$ cat src/rtl/rom_port_arbiter_pkg.sv
// Shared definitions for the ROM port arbiter: port indices, response tag and
// default bus widths matching the instruction/constant ROM.
package rom_port_arbiter_pkg;

  localparam int unsigned DefaultAddrW = 16;
  localparam int unsigned DefaultDataW = 32;

  localparam logic PORT_IF = 1'b0;
  localparam logic PORT_LD = 1'b1;

  typedef struct packed {
    logic valid;
    logic port;
    logic err;
  } rsp_tag_t;

endpackage

$ cat src/rtl/rr_arbiter2.sv
// Two-way round-robin arbiter: one-hot grant from the request pair and a
// priority pointer that moves only when something is granted.
module rr_arbiter2
  import rom_port_arbiter_pkg::*;
(
  input  logic       clk,
  input  logic       rst_n,
  input  logic [1:0] req,
  output logic [1:0] gnt
);

  logic ptr_q, ptr_d;

  always_comb begin
    gnt = 2'b00;
    if (req[0] && (!req[1] || ptr_q == PORT_IF)) begin
      gnt = 2'b01;
    end else if (req[1]) begin
      gnt = 2'b10;
    end
  end

  // The pointer always moves to the port that was not just served.
  always_comb begin
    ptr_d = ptr_q;
    if (gnt[0]) begin
      ptr_d = PORT_LD;
    end else if (gnt[1]) begin
      ptr_d = PORT_IF;
    end
  end

  always_ff @(posedge clk) begin
    if (!rst_n) begin
      ptr_q <= PORT_IF;
    end else begin
      ptr_q <= ptr_d;
    end
  end

endmodule

$ cat src/rtl/rom_port_arbiter.sv
// Shares the single-ported registered ROM between instruction fetch and the
// load unit, with address checks and a fixed one-cycle response.
module rom_port_arbiter
  import rom_port_arbiter_pkg::*;
#(
  parameter int unsigned ADDR_W    = DefaultAddrW,
  parameter int unsigned DATA_W    = DefaultDataW,
  parameter int unsigned ROM_WORDS = 16384
) (
  input  logic              clk,
  input  logic              rst_n,
  input  logic              if_req_valid,
  input  logic [ADDR_W-1:0] if_req_addr,
  output logic              if_req_ready,
  output logic              if_rsp_valid,
  output logic [DATA_W-1:0] if_rsp_data,
  output logic              if_rsp_err,
  input  logic              ld_req_valid,
  input  logic [ADDR_W-1:0] ld_req_addr,
  output logic              ld_req_ready,
  output logic              ld_rsp_valid,
  output logic [DATA_W-1:0] ld_rsp_data,
  output logic              ld_rsp_err,
  output logic              rom_ce,
  output logic [ADDR_W-1:0] rom_addr,
  input  logic [DATA_W-1:0] rom_dout
);

  logic [1:0]        req;
  logic [1:0]        gnt;
  logic              gnt_any;
  logic              gnt_port;
  logic [ADDR_W-1:0] gnt_addr;
  logic [ADDR_W-1:0] word_idx;
  logic              misaligned;
  logic              out_of_range;
  logic              gnt_err;
  rsp_tag_t          tag_d, tag_q;
  logic              rsp_live;

  // Holding requests off during reset keeps ready and rom_ce low.
  assign req = {ld_req_valid, if_req_valid} & {2{rst_n}};

  rr_arbiter2 u_arb (
    .clk   (clk),
    .rst_n (rst_n),
    .req   (req),
    .gnt   (gnt)
  );

  always_comb begin
    gnt_any      = |gnt;
    gnt_port     = gnt[1] ? PORT_LD : PORT_IF;
    gnt_addr     = gnt[1] ? ld_req_addr : if_req_addr;
    word_idx     = gnt_addr >> 2;
    misaligned   = gnt_addr[1:0] != 2'b00;
    out_of_range = 32'(word_idx) >= ROM_WORDS;
    gnt_err      = misaligned | out_of_range;
  end

  assign if_req_ready = gnt[0];
  assign ld_req_ready = gnt[1];
  assign rom_ce       = gnt_any & ~gnt_err;
  assign rom_addr     = rom_ce ? gnt_addr : '0;

  always_comb begin
    tag_d       = '0;
    tag_d.valid = gnt_any;
    tag_d.port  = gnt_port;
    tag_d.err   = gnt_err;
  end

  always_ff @(posedge clk) begin
    if (!rst_n) begin
      tag_q <= '0;
    end else begin
      tag_q <= tag_d;
    end
  end

  // A response whose cycle overlaps reset is dropped; the requester re-issues.
  assign rsp_live = tag_q.valid & rst_n;

  assign if_rsp_valid = rsp_live & (tag_q.port == PORT_IF);
  assign ld_rsp_valid = rsp_live & (tag_q.port == PORT_LD);
  assign if_rsp_err   = if_rsp_valid & tag_q.err;
  assign ld_rsp_err   = ld_rsp_valid & tag_q.err;
  assign if_rsp_data  = (if_rsp_valid & ~tag_q.err) ? rom_dout : '0;
  assign ld_rsp_data  = (ld_rsp_valid & ~tag_q.err) ? rom_dout : '0;

endmodule

$ cat config.mk
export PLATFORM = sky130hd
export DESIGN_NAME = rom_port_arbiter
export DESIGN_NICKNAME = d
export VERILOG_FILES = /design/src/rtl/rom_port_arbiter_pkg.sv /design/src/rtl/rr_arbiter2.sv /design/src/rtl/rom_port_arbiter.sv
export SDC_FILE = /design/constraint.sdc
export NUM_CORES = 1
export LEC_CHECK = 0
export CAP_MARGIN = 20
export CORE_AREA = 4 4 59 61
export CTS_CLUSTER_SIZE = 30
export DETAILED_ROUTE_END_ITERATION = 12
export DIE_AREA = 0 0 63 65
export DONT_BUFFER_PORTS = 1
export GPL_TIMING_DRIVEN = 1
export SKIP_LAST_GASP = 1
export SLEW_MARGIN = 10
export SYNTH_ARGS = -nofsm -noshare
export SYNTH_HDL_FRONTEND = slang
export SYNTH_SLANG_ARGS = --single-unit
$ cat constraint.sdc
create_clock -name clk -period 1.2 [get_ports clk]
set_input_delay 0.24 -clock clk [delete_from_list [all_inputs] [get_ports clk]]
set_output_delay 0.24 -clock clk [all_outputs]
set_load 0.02 [all_outputs]
# Word level (Yosys, flattened, before mapping)
# Index checks and enable logic that the tools add are counted.
# word_totals
register_bits,4
inputBits,68
elab_cells,34
# op_classes
mux,9
n_bitwise,14
magnitude_cmp,1
n_reduce_logical,6
# ops
cell,n
2-to-1 mux 32 bit,2
2-to-1 mux 16 bit,2
"greater-or-equal comparator 14 x 15 -> 1 bit, second input constant",1
bitwise AND 1 bit,8
2-to-1 mux 2 bit,2
NOT 1 bit,4
nonzero test 2 bit,2
2-to-1 mux 1 bit,3
bitwise AND 2 bit,1
OR reduction 2 bit,1
logical AND 1 bit,1
logical NOT 1 bit,1
logical OR 1 bit,1
bitwise OR 1 bit,1

# Depth between registers and ports, before layout
# logic_depth
depth_word,11
depth_mapped,5
mapped_depth_nobuf,3

# Modules after synthesis
# Synthesis repeated with hierarchy kept, for this count alone.
# hier_totals
hier_cells,132
hier_area_um2,969.7
# modules_own_cells
mod,cells_each,seq_area_each_um2,instances,area_per_inst_um2
rom_port_arbiter,125,60.1,1,908.4
rr_arbiter2,7,20.0,1,61.3

# Worst setup path before layout
# Ideal clock, no wire load.
# synth_timing
kind,flip-flop to output port
start,register u_arb.ptr_q
end,output rom_addr[10]
t_arrival_ps,1220
n_path_buf,2
stages_incl_launch_ff,6
path_slack_ps,-260
path_cell_list,dfxtp_1 > nand2b_1 > clkbuf_2 > buf_2 > nand4_1 > a21oi_1
# synth_via
elab_chain_len,10
# synth_lines
item,line,source
from (decl),rr_arbiter2.sv:12,"logic ptr_q, ptr_d;"
from (signal assigned),rr_arbiter2.sv:37,ptr_q <= ptr_d;
NOT 1 bit *,rr_arbiter2.sv:16,if (req[0] && (!req[1] || ptr_q == PORT_IF)) begin
logical OR 1 bit *,rr_arbiter2.sv:16,
logical AND 1 bit *,rr_arbiter2.sv:16,
2-to-1 mux 2 bit *,rr_arbiter2.sv:16,
2-to-1 mux 16 bit,rom_port_arbiter.sv:54,gnt_addr = gnt[1] ? ld_req_addr : if_req_addr;
greater-or-equal comparator 14 x 15 -> 1 bit / nonzero test 2 bit (equally long branches),"rom_port_arbiter.sv:57, rom_port_arbiter.sv:56",
bitwise OR 1 bit,rom_port_arbiter.sv:58,gnt_err = misaligned | out_of_range;
NOT 1 bit,rom_port_arbiter.sv:63,assign rom_ce = gnt_any & ~gnt_err;
bitwise AND 1 bit,rom_port_arbiter.sv:63,
2-to-1 mux 16 bit *,rom_port_arbiter.sv:64,assign rom_addr = rom_ce ? gnt_addr : '0;
to (decl),rom_port_arbiter.sv:25,"output logic [ADDR_W-1:0] rom_addr,"
# Mark *: on every way between the ends. The rest lies on a longest branch, timed or not.

# Final worst setup path
# layout_timing
start,register tag_q[1] in the netlist's numbering
end,output ld_rsp_data[9]
# layout_via
elab_chain_len,3
# layout_lines
item,line,source
from (decl),rom_port_arbiter.sv:38,"rsp_tag_t tag_d, tag_q;"
from (signal assigned),rom_port_arbiter.sv:77,tag_q <= tag_d;
bitwise AND 1 bit,rom_port_arbiter.sv:85,assign ld_rsp_valid = rsp_live & (tag_q.port == PORT_LD);
bitwise AND 1 bit,rom_port_arbiter.sv:89,assign ld_rsp_data = (ld_rsp_valid & ~tag_q.err) ? rom_dout : '0;
2-to-1 mux 32 bit,rom_port_arbiter.sv:89,
to (decl),rom_port_arbiter.sv:22,"output logic [DATA_W-1:0] ld_rsp_data,"
# Every way passes these cells.

==> metrics.cfg <==
[global_routing]
grt_overflow_total=0
grt_max_degree=25
grtUsageMet3_pct=5.55
antenna_found_initial=0
grt_pass1_wl_um=6280
met2_usage_pct=35.6
grt_pass1_vias=1223
met1_usage_pct=20.1
grt_usage_pct=18.8
top_usage_layer=met2

[critical_path]
worstSetupPathType=reg2out
cp_data_required_time_ps=960
r2r-end=tag_q[0]$_SDFF_PN0_
worst-path-max-fanout=6
cp-end-kind=output pin
r2r-start=u_arb.ptr_q$_SDFFE_PN0P_
worstPathArrival_ps=1330
rr_worst_depth=4
startpoint_type=register
rrSetupSlack_ps=110

[floorplan]
rows=20
die_area_mm2=0.00410
fp.coreArea_mm2=0.00298
num_io_pins=155
start_util_pct=33.2
die_x_um=63
die_h_um=65

[synthesis]
syn_inst=154
seq_area_frac_synth_pct=8.09
yosysTopAreaCell=and2_1
synth.area.top_cells=and2_1 (42%), o211ai_1 (11%), nand4_1 (8.8%)
avgSynthCellArea_um2=6.43
synth_cell_type_count=21
yosysTopAreaCellShare_pct=42.4
ys_ff_latch=4
synth_area_um2=990
yosysWarningCount=0

[outcome]
status=finished with violations
violations=setup timing

[placement]
port_buffers=0
dp_slack_ps=-121
gp_congestion=0.751
placed_area_mm2=0.00133
hpwl_um=3020
dp_cells=192

[detailed_routing]
vias=1250
wl_um=4340
wire_per_inst_um=20.9
dr.pass1.iters=4
drt_iter0_markers=57
vias_per_cell=6.01
ant_nets=0
drcViolationCount=0

[power]
p_leak_nw=0.680
peakVddDrop_v=0.000287
power_mw=0.785
power_density_mw_per_mm2=457

[final_layout]
post-route-util_pct=57.7
stdcell_area_mm2=0.00172
layout.cells.non_filler=208
n_antenna_cell=0
most-common-layout-cells=and2_4 (66), nand4_1 (14), o211ai_1 (14), buf_4 (14), a21oi_2 (10)
final_common_cell=and2_4
final_nets=245
syn_to_final_growth_pct=73.7
drive_above_1_share_pct=76.6

[clocking]
cts.htree.levels=1
path_clk_slew_ps=40
cts_root_buffer=clkbuf_4
cts_sinks=4
numCtsBuffers=3
holdBufCountCts=0
clk_latency_ps=230
clk_path_buf_depth=2
cts_tree=yes

[flow_run]
max-cap-violations=0

[worst_hold_path]
holdCritPathClass=in2reg
hold_end=u_arb.ptr_q$_SDFFE_PN0P_
holdCritStartpoint=rst_n
hold_depth=1

[sta]
period_minus_slack_ps=1570
report.final.slew_viol_count=0
hold_viol_final=0
hold_ws_ps=154
rsz0062_at_grt=yes
clock_skew_ps=0.519
fin_ws_ps=-371
finalSetupViolations=84
tns_ps=-27790
finalCritPeriodShare_pct=131
fmax_ghz=0.637

==> layout make-up <==
type | count | area (um2)
well taps | 33 | 41.3
fillers | 248 | 1260
flip-flops and latches | 4 | 87.6
inverters | 1 | 3.75
multi-input cells | 133 | 1140
clock buffers | 3 | 22.5
repair buffers | 34 | 427
==> critical path, cell delays in order, from the launching register on <==
cell and delay (ps):
dfxtp_4 360, and3_4 180, and2b_4 220, clkbuf_16 160
and2_4 170
==> state kept, by name, indices dropped and copies added (netlist names) <==
| signal | cells |
|---|---|
| tag_q | 3 |
| u_arb.ptr_q | 1 |
==> how the worst max path moves through the flow <==
stage / from / endpoint / slack (ps) / cells after the start
final: tag_q[1]$_SDFF_PN0_ / ld_rsp_data[9] / -370 / 4
after global routing: u_arb.ptr_q$_SDFFE_PN0P_ / rom_addr[12] / -420 / 6
after CTS: u_arb.ptr_q$_SDFFE_PN0P_ / rom_addr[11] / -380 / 5
after detailed placement: u_arb.ptr_q$_SDFFE_PN0P_ / rom_addr[11] / -120 / 5
after global placement: u_arb.ptr_q$_SDFFE_PN0P_ / rom_addr[10] / -120 / 6
after floorplan: tag_q[1]$_SDFF_PN0_ / ld_rsp_data[0] / -70 / 4
==> cells in the mapped netlist, drive strengths merged <==
library cell,n
conb,1
buf,17
and2b,1
nand4,14
o211ai,14
nand2b,2
o21ai,2
a21boi,1
nor2,5
and3,2
clkbuf,1
dfxtp,4
nand2,3
nor2b,1
inv,1
a21oi,16
and2,67
nand3,1
nor3,1
==> report_power, final <==
part           leakage [nW]  switching (mW)  internal, mW
clock network        0.0138          0.0587         0.112
logic                 0.631           0.248         0.212
registers            0.0346          0.0104         0.144
total                 0.680           0.318         0.468
==> kinds of logic after synthesis <==
family / share of synthesized area (%)
flip-flops: 8.09
AO/OA/AOI/OAI: 20.5
other: 0.379
AND/OR/NAND/NOR: 59.8
buffers and inverters: 11.3
==> routing by layer <==
layer / part of all wire (%) / wire length [um] / vias up
met4: 0.41 / 18 / 0
met1: 32 / 1410 / 588
met2: 57 / 2470 / 90
met3: 10 / 448 / 2
met5: 0 / 0 / -
li1: - / - / 570
==> timing repair <==
item                       in CTS  in global routing
pin swaps                      46                 10
setup buffers                   6                  2
gates cloned                    5                  2
gates resized for setup        94                  9
setup endpoints to repair      84                 85
No activity file was read; power rests on OpenSTA's default activity.
